### src/rtl/kim_hazard_ctrl_p.sv
// kim_hazard_ctrl_p: hazard, flush, forwarding and MDU sequencing control
// for a 5-stage MIPS pipeline (IF/ID/EX/MEM/WB).
//
// Ports:
//   clk, rst_n          rising-edge clock, synchronous active-low reset
//   id_rs, id_rt        source indices of the instruction in ID
//   id_mdu_req          ID holds mult/multu/div/divu
//   id_mdu_read         ID holds mfhi/mflo
//   ex_rt, ex_rd_dst    EX rt index and destination index
//   ex_reg_write        EX writes the register file
//   ex_mem_read         EX is a load
//   ex_branch_taken     branch/jump resolved taken in EX
//   mem_rd_dst          MEM destination index
//   mem_reg_write       MEM writes the register file
//   stall_pc/stall_ifid hold PC and IF/ID
//   bubble_idex         load a NOP into ID/EX
//   flush_ifid          clear IF/ID
//   fwd_a/fwd_b         00 regfile, 01 MEM/WB, 10 EX/MEM
//   mdu_start           one-cycle MDU start pulse
//   mdu_busy            MDU operation in progress
//   mdu_done            registered pulse when the MDU result is valid
//
// Build option: define KIM_FWD_EN to enable operand forwarding. Without it,
// forwarding selects stay 00 and RAW dependences on EX/MEM stall instead.
module kim_hazard_ctrl_p #(
    parameter int REG_ADDR_WIDTH = 5,
    parameter int MDU_LATENCY    = 32,
    parameter int CNT_WIDTH      = 8
) (
    input  logic                      clk,
    input  logic                      rst_n,
    input  logic [REG_ADDR_WIDTH-1:0] id_rs,
    input  logic [REG_ADDR_WIDTH-1:0] id_rt,
    input  logic                      id_mdu_req,
    input  logic                      id_mdu_read,
    input  logic [REG_ADDR_WIDTH-1:0] ex_rt,
    input  logic [REG_ADDR_WIDTH-1:0] ex_rd_dst,
    input  logic                      ex_reg_write,
    input  logic                      ex_mem_read,
    input  logic                      ex_branch_taken,
    input  logic [REG_ADDR_WIDTH-1:0] mem_rd_dst,
    input  logic                      mem_reg_write,
    output logic                      stall_pc,
    output logic                      stall_ifid,
    output logic                      bubble_idex,
    output logic                      flush_ifid,
    output logic [1:0]                fwd_a,
    output logic [1:0]                fwd_b,
    output logic                      mdu_start,
    output logic                      mdu_busy,
    output logic                      mdu_done
);

    typedef enum logic {
        S_IDLE,
        S_BUSY
    } state_e;

    state_e                 state_q, state_d;
    logic [CNT_WIDTH-1:0]   cnt_q, cnt_d;
    logic                   done_q, done_d;

    logic                   busy;
    logic                   hz_lu;
    logic                   hz_mdu;
    logic                   hz_raw;
    logic                   any_stall;
    logic                   start_ok;
    logic [1:0]             fwd_a_raw;
    logic [1:0]             fwd_b_raw;

    // Register 0 is hardwired, so it never matches a producer.
    function automatic logic hit(
        input logic [REG_ADDR_WIDTH-1:0] dst,
        input logic [REG_ADDR_WIDTH-1:0] src
    );
        return (dst != '0) && (dst == src);
    endfunction

`ifdef KIM_FWD_EN
    // EX/MEM is the younger producer, so it wins over MEM/WB.
    function automatic logic [1:0] fwd_sel(
        input logic [REG_ADDR_WIDTH-1:0] src
    );
        if (ex_reg_write && hit(ex_rd_dst, src))
            return 2'b10;
        else if (mem_reg_write && hit(mem_rd_dst, src))
            return 2'b01;
        else
            return 2'b00;
    endfunction
`else
    function automatic logic live_dep(
        input logic [REG_ADDR_WIDTH-1:0] src
    );
        return (ex_reg_write && hit(ex_rd_dst, src)) ||
               (mem_reg_write && hit(mem_rd_dst, src));
    endfunction
`endif

    // State register
    always_ff @(posedge clk) begin
        if (!rst_n) begin
            state_q <= S_IDLE;
            cnt_q   <= '0;
            done_q  <= 1'b0;
        end else begin
            state_q <= state_d;
            cnt_q   <= cnt_d;
            done_q  <= done_d;
        end
    end

    // Hazard detection
    always_comb begin
        busy   = (state_q == S_BUSY);
        hz_lu  = ex_mem_read && (hit(ex_rt, id_rs) || hit(ex_rt, id_rt));
        hz_mdu = busy && (id_mdu_read || id_mdu_req);
`ifdef KIM_FWD_EN
        hz_raw    = 1'b0;
        fwd_a_raw = fwd_sel(id_rs);
        fwd_b_raw = fwd_sel(id_rt);
`else
        hz_raw    = live_dep(id_rs) || live_dep(id_rt);
        fwd_a_raw = 2'b00;
        fwd_b_raw = 2'b00;
`endif
        any_stall = hz_lu || hz_mdu || hz_raw;
        // Start only when the mult really leaves ID this cycle.
        start_ok  = !busy && id_mdu_req && !any_stall && !ex_branch_taken;
    end

    // Next-state logic
    always_comb begin
        state_d = state_q;
        cnt_d   = cnt_q;
        done_d  = 1'b0;
        unique case (state_q)
            S_IDLE: begin
                if (start_ok) begin
                    state_d = S_BUSY;
                    cnt_d   = CNT_WIDTH'(MDU_LATENCY - 1);
                end
            end
            S_BUSY: begin
                if (cnt_q == '0) begin
                    state_d = S_IDLE;
                    done_d  = 1'b1;
                end else begin
                    cnt_d = cnt_q - CNT_WIDTH'(1);
                end
            end
            default: state_d = S_IDLE;
        endcase
    end

    // Outputs, all forced low while reset is held
    always_comb begin
        stall_pc    = 1'b0;
        stall_ifid  = 1'b0;
        bubble_idex = 1'b0;
        flush_ifid  = 1'b0;
        fwd_a       = 2'b00;
        fwd_b       = 2'b00;
        mdu_start   = 1'b0;
        mdu_busy    = 1'b0;
        mdu_done    = 1'b0;
        if (rst_n) begin
            // A taken branch makes the ID instruction wrong-path,
            // so it overrides any stall.
            priority case (1'b1)
                ex_branch_taken: begin
                    flush_ifid  = 1'b1;
                    bubble_idex = 1'b1;
                end
                any_stall: begin
                    stall_pc    = 1'b1;
                    stall_ifid  = 1'b1;
                    bubble_idex = 1'b1;
                end
                default: ;
            endcase
            fwd_a     = fwd_a_raw;
            fwd_b     = fwd_b_raw;
            mdu_start = start_ok;
            mdu_busy  = busy;
            mdu_done  = done_q;
        end
    end

endmodule

### config.mk
export PLATFORM = sky130hd
export DESIGN_NAME = kim_hazard_ctrl_p
export DESIGN_NICKNAME = d
export VERILOG_FILES = /design/src/rtl/kim_hazard_ctrl_p.sv
export SDC_FILE = /design/constraint.sdc
export NUM_CORES = 1
export LEC_CHECK = 0
export ABC_AREA = 1
export BUFFER_PORTS_ARGS = -buffer_cell sky130_fd_sc_hd__buf_2
export CAP_MARGIN = 20
export CORE_ASPECT_RATIO = 1.75
export CORE_MARGIN = 5
export CORE_UTILIZATION = 54
export DETAILED_ROUTE_END_ITERATION = 7
export GPL_ROUTABILITY_DRIVEN = 0
export PLACE_DENSITY = 0.85
export RECOVER_POWER = 50
export SETUP_SLACK_MARGIN = 0.3
export SYNTH_ARGS = -nofsm -noshare
export SYNTH_HDL_FRONTEND = slang
export SYNTH_SLANG_ARGS = --single-unit
### constraint.sdc
create_clock -name clk -period 2 [get_ports clk]
set_input_delay 0.4 -clock clk [delete_from_list [all_inputs] [get_ports clk]]
set_output_delay 0.4 -clock clk [all_outputs]
set_load 0.02 [all_outputs]
==> summary.txt, run 1 <==
outcome -> finished, final reports clean
FILL cells -> 187
n_diodes -> 0
cell taking the most area after synthesis -> nand2_1
count of hold-fix buffers inserted at cts -> 0
CP Capture Type -> output pin
Core Rows -> 23
Synth Register Bits -> 10
Final nets -> 322
top-count cell post-synth -> nand2_1
mux cell area share after synthesis -> 0
Tmin final -> 1913 ps
Setup crit start kind -> input pin
# IOs -> 44
port bufs -> 39
leakage dissipation -> 1.001 nW
area of the multi-input gates -> 893.4 um2
synthesized area -> 1260 um2
pwr dens -> 534.5 nW/um2
Antenna Nets Post-Route -> 0
largest net degree at the start of global routing -> 12
placeable core area -> 2273 um2
RSZ-0062 raised after global routing -> yes
Setup Viol. Count Final -> 0
# clock sinks -> 10
top post-synthesis cells by area -> nand2_1 (29%), dfxtp_1 (16%), inv_1 (11%)
Avg WL per Cell -> 12.59 um
drt pass-1 iters -> 4
Syn. warnings -> 0
first-pass GRT wire length -> 5796 um
final period utilization -> 0.9563
vias -> 1555
WS Path Type -> in -> out
WHS Path Cells -> 2
post-synthesis compound-gate area fraction -> 0.06753
max-slew violations -> 0
Synth Area per Inst -> 5.143 um2
Post-Syn Instances -> 245
Placement Setup Slack -> 12.01 ps
Simple-Gate Fraction of Synth Area -> 0.5174
Storage cell area -> 201.4 um2
Layout Utilization -> 0.7567
CTS Buf Count -> 3
post-synthesis xor/xnor area fraction -> 0.05561
peak supply drop -> 513.6 uV
gr ovfl total -> 0
Peak Freq -> 522.8 MHz
Clock transition at path regs -> 50 ps
Synth top cells by count -> nand2_1 (97), inv_1 (36), nor2_1 (35), dfxtp_1 (10), nand3_1 (10)
GRT Max-Usage Layer -> met2
crit-path max FO -> 4
GR Util met2 -> 0.4601
Detail Placement HPWL -> 2889 um
Hold Fails Final Rpt -> 0
Post-route DRC -> 0
htree depth -> 1
Root Buffer -> clkbuf_8
WP data required -> 1600 ps
Setup WS post-layout -> 87.39 ps
Die ar. -> 3437 um2
final setup TNS -> 0 ps
reg2reg path depth -> 9
Yosys top cell area share -> 0.2890
M3 GR Usage -> 0.02206
Die Span X -> 46.52 um
prevailing post-synth register cell -> dfxtp_1
Post-synth EDFFs -> 0
distinct cell type count after synthesis -> 24
DR vias/cell -> 5.016
CP arrival -> 1510 ps
Tot Pwr -> 0.9196 mW
Overall Global Routing Usage -> 0.2287
Seq/Total Area, Yosys -> 0.1589
max_cap viols -> 0
initial antenna violation count -> 0
share of cells above drive strength 1 -> 0.2877
Hold Crit Class -> reg -> reg
TritonCTS clock tree -> built
die height -> 73.90 um
Clock Tree Buf Depth -> 2
area delta synth->final -> 36.54%
WL final -> 3902 um
Initial DRC Count -> 36
vias in the first global route -> 1484
clk_skew -> 2.723 ps
initial core utilization -> 0.5542
Adder-Cell Fraction of Synth Area -> 0.01986
met1 global-route usage -> 0.1879
main combinational cell family by area after synthesis -> simple AND/OR/NAND/NOR gates
Async SR Flop Fraction -> 0
worst skew pair latency -> 240 ps
-- critical path: stages --
cell and delay [ps]:
buf_4 130, inv_2 70, nand2_1 50, nand2_1 60, nor2_1 40, nand3_1 70
nand2_1 60, nand2_2 80, nand2_4 60, nor2_4 150, nand3_4 110, nor2_4 120
buf_6 120
-- area by class of cell --
cell class / count / area share
multi-input cells: 186 / 0.5193
flip-flops and latches: 10 / 0.1171
inverters: 45 / 0.1127
well taps: 25 / 0.01818
clock buffers: 3 / 0.02400
repair buffers: 41 / 0.2087
-- registers in the layout (all words and copies together) (netlist names) --
name,cells
cnt_q,8
done_q,1
busy,1
-- through the flow --
stage / hold WS, ps / instance area [um2] / instances
3_3_place_gp: 492.0 / 1481 / 307
6_report: 503.6 / 1720 / 310
4_1_cts: 501.9 / 1588 / 310
5_1_grt: 550.8 / 1720 / 310
3_5_place_dp: 494.1 / 1481 / 307
2_1_floorplan: 472.1 / 1295 / 248
-- metal layers --
metal | share of wire | wire length [um]
met5 | 0 | 0
met4 | 0.050 | 194
met3 | 0.040 | 156
met2 | 0.59 | 2306
met1 | 0.32 | 1245
-- cells in the final DEF (no fill, tap or decap), types with 2 or more instances in the layout --
cell,n
clkbuf_8,3
nor2_4,2
nand3_1,10
inv_1,24
ha_1,2
nand2_2,11
buf_4,11
conb_1,4
dfxtp_1,9
o21ai_1,3
inv_2,11
o21ai_0,4
nand4_1,4
nor2_1,33
buf_6,16
xnor2_1,6
buf_8,3
inv_4,10
nand2_1,90
buf_2,8
clkbuf_1,3
a21oi_1,7
-- power by group --
part	leakage [nW]	internal, mW	switching (mW)
registers	0.0828	0.230	0.0287
clock network	0.0216	0.132	0.0776
logic	0.897	0.187	0.265
-- final timing paths --
check	start	end	slack [ps]
worst max-delay path	id_rs[2]	mdu_start	90
worst min register to register	cnt_q[4]	cnt_q[4]	500
worst max register to register	cnt_q[3]	cnt_q[2]	290
worst min-delay path	cnt_q[4]	cnt_q[4]	500
-- timing repair --
action / 4_1_cts / 5_1_grt
buffers inserted: 0 / 0
pin swaps: 15 / 26
gates resized for setup: 25 / 54
setup endpoints to repair: 4 / 12
-- cells by family after synthesis --
logic type / Yosys count
AND/OR/NAND/NOR: 156
buffers and inverters: 52
AO/OA/AOI/OAI: 16
flip-flops: 10
XOR/XNOR: 8
adder cells (fa/ha/maj): 2
other: 1
Power figures use the tool's default switching activity.
==> inputs of run 2 (changes only) <==
- PLACE_DENSITY: 0.85 -> 0.92
==> run 2 against run 1 <==
Net effect: routed wire length rose by 11%; worst setup slack lost 36 ps; critical endpoint is now stall_ifid; clock skew about the same; maximum frequency down 1.8%; flip-flop and latch count is the same; non-clock buffer count is the same; critical path depth down 2; sequential power barely moved; largest power group unchanged.
==> summary.txt, run 2 (synthesis results as in run 1) <==
outcome -> finished, final reports clean
CP Capture Type -> output pin
largest net degree at the start of global routing -> 13
max-slew violations -> 0
Antenna Nets Post-Route -> 0
vias -> 1612
htree depth -> 1
CP arrival -> 1550 ps
CP max-delay cell -> nor3_4
max_cap viols -> 0
initial core utilization -> 0.5542
die height -> 73.90 um
Clock Tree Buf Depth -> 2
Die ar. -> 3437 um2
WHS Path Cells -> 2
setup slack, reg-to-reg -> 300 ps
Detail Placement HPWL -> 2906 um
Worst path max stage delay -> 220 ps
Core Rows -> 23
TritonCTS clock tree -> built
WS Path Type -> in -> out
WP data required -> 1600 ps
n_diodes -> 0
Overall Global Routing Usage -> 0.2348
vias in the first global route -> 1546
leakage dissipation -> 1.031 nW
Die Span X -> 46.52 um
peak supply drop -> 581.0 uV
crit-path max FO -> 4
hold path start -> cnt_q[4]
worst skew pair latency -> 240 ps
gr ovfl total -> 0
port bufs -> 39
Clock transition at path regs -> 40 ps
Setup Viol. Count Final -> 0
# IOs -> 44
clk_skew -> 2.421 ps
Hold Crit Class -> reg -> reg
CP cell instances -> buf_4 -> nand2_1 -> nand2_1 -> nor2_1 -> nand3_1 -> nand2_1 -> nand2_2 -> nand2_4 -> nor2_4 -> nor3_4 -> buf_6
share of cells above drive strength 1 -> 0.3007
delay-heaviest family, CP -> simple AND/OR/NAND/NOR gates
hold slack -> 501.9 ps
max reg flops -> 8
CTS Buf Count -> 3
initial antenna violation count -> 0
placed instance area -> 1474 um2
Worst Path Buf+Inv -> 2
Biggest register -> cnt_q
most frequent cells in the layout -> nand2_1 (91), nor2_1 (34), inv_1 (25), buf_6 (17), buf_2 (13)
Setup crit start kind -> input pin
pwr dens -> 545.9 nW/um2
Tot Pwr -> 0.9719 mW
commonest non-fill, non-tap cell in the layout -> nand2_1
WL final -> 4333 um
placeable core area -> 2273 um2
Worst Hold End -> cnt_q[4]
FILL cells -> 166
drt pass-1 iters -> 4
final period utilization -> 0.9741
Design Area, Final -> 1780 um2
Root Buffer -> clkbuf_8
Crit Reg-Reg Startpoint -> cnt_q[3]
DR vias/cell -> 5.183
final setup TNS -> 0 ps
Most Frequent Cell on Critical Path -> nand2_1
Tmin final -> 1948 ps
Layout Utilization -> 0.7832
# clock sinks -> 10
RSZ-0062 raised after global routing -> yes
first-pass GRT wire length -> 5940 um
reg2reg path depth -> 8
Post-route DRC -> 0
Peak Freq -> 513.3 MHz
area delta synth->final -> 41.31%
Avg WL per Cell -> 13.93 um
Initial DRC Count -> 62
Final nets -> 323
Hold Fails Final Rpt -> 0
reg-to-reg endpoint -> cnt_q[1]
-- run 2: cell count changes in the layout (fill, tap and decap cells not counted), moves of 2 or more --
cell,before,now
buf_4,11,7
nand2_2,11,9
nand2_8,0,2
clkbuf_1,3,0
buf_2,8,13
a21oi_1,7,5
-- run 2: power by group --
part | internal, mW | leakage, nW | switching [mW]
Sequential | 0.230 | 0.0828 | 0.0315
Combinational | 0.205 | 0.927 | 0.299
Clock | 0.131 | 0.0216 | 0.0750
-- run 2: layout make-up --
cell class,instances,area [um2],share of cell area
clock buffer,3,41.29,0.02319
tap,25,31.28,0.01757
sequential,10,201.4,0.1131
multi-input combinational,187,938.4,0.5271
timing repair buffer,41,374.1,0.2101
inverter,45,193.9,0.1089
-- run 2: how the worst max path moves through the flow --
stage | cells after the start | to | start | slack [ps]
after floorplan | 11 | stall_pc | ex_rd_dst[0] | 270
after global placement | 13 | mdu_start | ex_rt[1] | 20
after detailed placement | 11 | mdu_start | ex_rt[3] | 10
after CTS | 11 | mdu_start | ex_rt[0] | 100
after global routing | 11 | stall_ifid | id_rt[0] | -40
final | 11 | stall_ifid | id_rt[0] | 50
-- run 2: through the flow --
stage / setup WS (ps) / cells
final: 51.84 / 311
after global routing: -36.85 / 311
after CTS: 103.8 / 310
after detailed placement: 14.32 / 306
after global placement: 23.26 / 306
after floorplan: 268.1 / 248
-- run 2: timing repair --
action,in CTS,in global routing
hold buffers,0,0
setup endpoints to repair,4,12
pin swaps,15,25
endpoints found under the hold margin,0,0
gates cloned,0,1
setup buffers,1,0
gates resized for setup,38,43
-- run 2: metal layers --
layer | track usage | up-vias | wire length [um]
met1 | 0.1879 | 717 | 1375
met2 | 0.4847 | 65 | 2584
met4 | 0.1361 | 0 | 207
met5 | 0 | - | 0
li1 | - | 811 | -
met3 | 0.02451 | 19 | 166
-- run 2: worst reg2reg max path: cells and delay by family, from the launching register on --
| family | cells | cell delay (ps) |
|---|---|---|
| buf+inv | 1 | 100 |
| flops | 1 | 330 |
| simple gates | 7 | 1180 |
==> inputs of run 3 (changes only) <==
- CORE_ASPECT_RATIO: 1.75 -> default
==> run 3 against run 2 <==
Net effect: cell count grew 3.2%; routed wire length increased by 17%; maximum frequency fell by 4.1%; clock skew decreased by 1.3 ps; register-to-register slack lost 170 ps; first-iteration DRC count rose to 3.5 times the previous value; highest routed layer unchanged; critical path type unchanged; hold slack worse by 15 ps; largest power group unchanged; the run now ends with setup timing left; sequential power hardly changed; via count up 15%; critical path depth unchanged; largest cell class unchanged; worst setup slack got worse by 82 ps.
==> summary.txt, run 3 (synthesis results as in run 1) <==
Overall Global Routing Usage -> 0.1982
first-pass GRT wire length -> 5416 um
Setup WS post-layout -> -30.48 ps
max reg flops -> 8
Peak Freq -> 492.5 MHz
n_diodes -> 0
initial antenna violation count -> 0
initial core utilization -> 0.5696
Clock transition at path regs -> 60 ps
WL final -> 5065 um
Seq pwr share -> 0.265
gr ovfl total -> 0
Placed Cells -> 309
commonest non-fill, non-tap cell in the layout -> nand2_1
Max Used Layer -> met4
leakage dissipation -> 1.082 nW
count of hold-fix buffers inserted at cts -> 0
Clock Tree Buf Depth -> 2
Hold Fails Final Rpt -> 0
Biggest register -> cnt_q
max-slew violations -> 0
combinational share of power -> 0.596
Die Span X -> 58.31 um
Placement Setup Slack -> 35.91 ps
placed instance area -> 1478 um2
delay-heaviest family, CP -> simple AND/OR/NAND/NOR gates
non-filler cells, final -> 321
port bufs -> 39
WL met1 -> 1800 um
CP Capture Type -> output pin
Worst Path Buf+Inv -> 4
final setup TNS -> -70.77 ps
Clk pwr share -> 0.139
Post-route DRC -> 0
Root Buffer -> clkbuf_4
Setup Viol. Count Final -> 3
placeable core area -> 2212 um2
WS Path Type -> in -> out
CP arrival -> 1630 ps
vias -> 1847
die height -> 58.31 um
Worst path max stage delay -> 190 ps
failing checks -> setup timing
# IOs -> 44
Setup crit start kind -> input pin
Core Rows -> 17
share of cells above drive strength 1 -> 0.3652
Initial DRC Count -> 219
metal3 WL -> 607 um
Layout Utilization -> 0.8609
most frequent cells in the layout -> nand2_1 (80), nor2_1 (30), inv_1 (24), nand2_2 (19), buf_6 (18)
Switching Share -> 0.4479
Design Area, Final -> 1904 um2
htree depth -> 1
Hold Crit Class -> in -> reg
Antenna Nets Post-Route -> 0
TritonCTS clock tree -> built
Tmin final -> 2030 ps
peak supply drop -> 460.5 uV
CP cell instances -> buf_6 -> inv_4 -> nand4_1 -> o21ai_1 -> inv_1 -> nand2_1 -> nand2_2 -> nor2_4 -> nand3_4 -> nor2_4 -> buf_6
NetSw -> 0.4445 mW
RSZ-0062 raised after global routing -> yes
CP max-delay cell -> o21ai_1
Detail Placement HPWL -> 2691 um
final period utilization -> 1.015
clk_skew -> 1.134 ps
vias in the first global route -> 1344
worst skew pair latency -> 260 ps
area delta synth->final -> 51.14%
Met2 Wirelength -> 2364 um
crit-path max FO -> 3
Die ar. -> 3399 um2
WP data required -> 1600 ps
Final nets -> 330
outcome -> finished with violations
# clock sinks -> 10
Avg WL per Cell -> 15.78 um
pwr dens -> 521.2 nW/um2
largest net degree at the start of global routing -> 13
Internal -> 0.5480 mW
DR vias/cell -> 5.754
drt pass-1 iters -> 6
max_cap viols -> 0
CTS Buf Count -> 3
==> run 3: changes by cell type in the layout (fill, tap and decap cells not counted), moves of 3 or more <==
cell,delta
nand2_1,-11
nand2_2,+10
clkbuf_4,+4
nor2_1,-4
nor2_2,+4
buf_8,+3
clkbuf_8,-3
==> run 3: worst register-to-register path, stage by stage, from the launching register on <==
cell and delay, ps:
dfxtp_1 360, nor2_1 190, inv_1 100, nor3_1 230
nand4_1 240, nand2_4 200, buf_1 200, nand3_1 120
nand2_1 90, nor2_1 40
==> run 3: layer usage <==
layer	track usage	vias up
li1	-	823
met1	0.2527	814
met2	0.3429	163
met3	0.03947	47
met4	0.04305	0
met5	0	-
==> run 3: path summary, 6_finish.rpt <==
path,slack [ps],cells after the start,from,end
min reg2reg,520,2,cnt_q[0],cnt_q[0]
max reg2reg,130,9,cnt_q[3],cnt_q[3]
min,490,3,rst_n,cnt_q[6]
max,-30,11,ex_rd_dst[3],mdu_start
==> run 3: metrics by stage <==
step / hold slack [ps] / power, mW
after detailed placement: 506.4 / 0.6532
after CTS: 466.0 / 0.8186
after floorplan: 472.1 / 0.5483
final: 487.0 / 0.9925
after global placement: 493.4 / 0.6423
after global routing: 498.4 / 1.047
==> run 3: power by group through the flow <==
stage	Clock (mW)	Sequential [mW]	Combinational, mW
2_1_floorplan	0	0.249	0.299
3_3_place_gp	0	0.260	0.383
3_5_place_dp	0	0.262	0.391
4_1_cts	0.140	0.258	0.420
5_1_grt	0.148	0.265	0.634
6_report	0.138	0.263	0.591
==> run 3: timing repair <==
item                                   4_1_cts  5_1_grt
setup endpoints to repair                    4       12
setup buffers                                1        6
gates resized for setup                     36       66
pin swaps                                   18       36
cloned                                       0        2
endpoints found under the hold margin        0        0
==> run 3: layout make-up <==
class / count / area, um2
Sequential cell: 10 / 201.4
Tap cell: 28 / 35.03
Fill cell: 125 / 307.8
Multi-Input combinational cell: 187 / 973.4
Clock buffer: 3 / 22.52
Timing Repair Buffer: 48 / 480.5
Inverter: 45 / 191.4
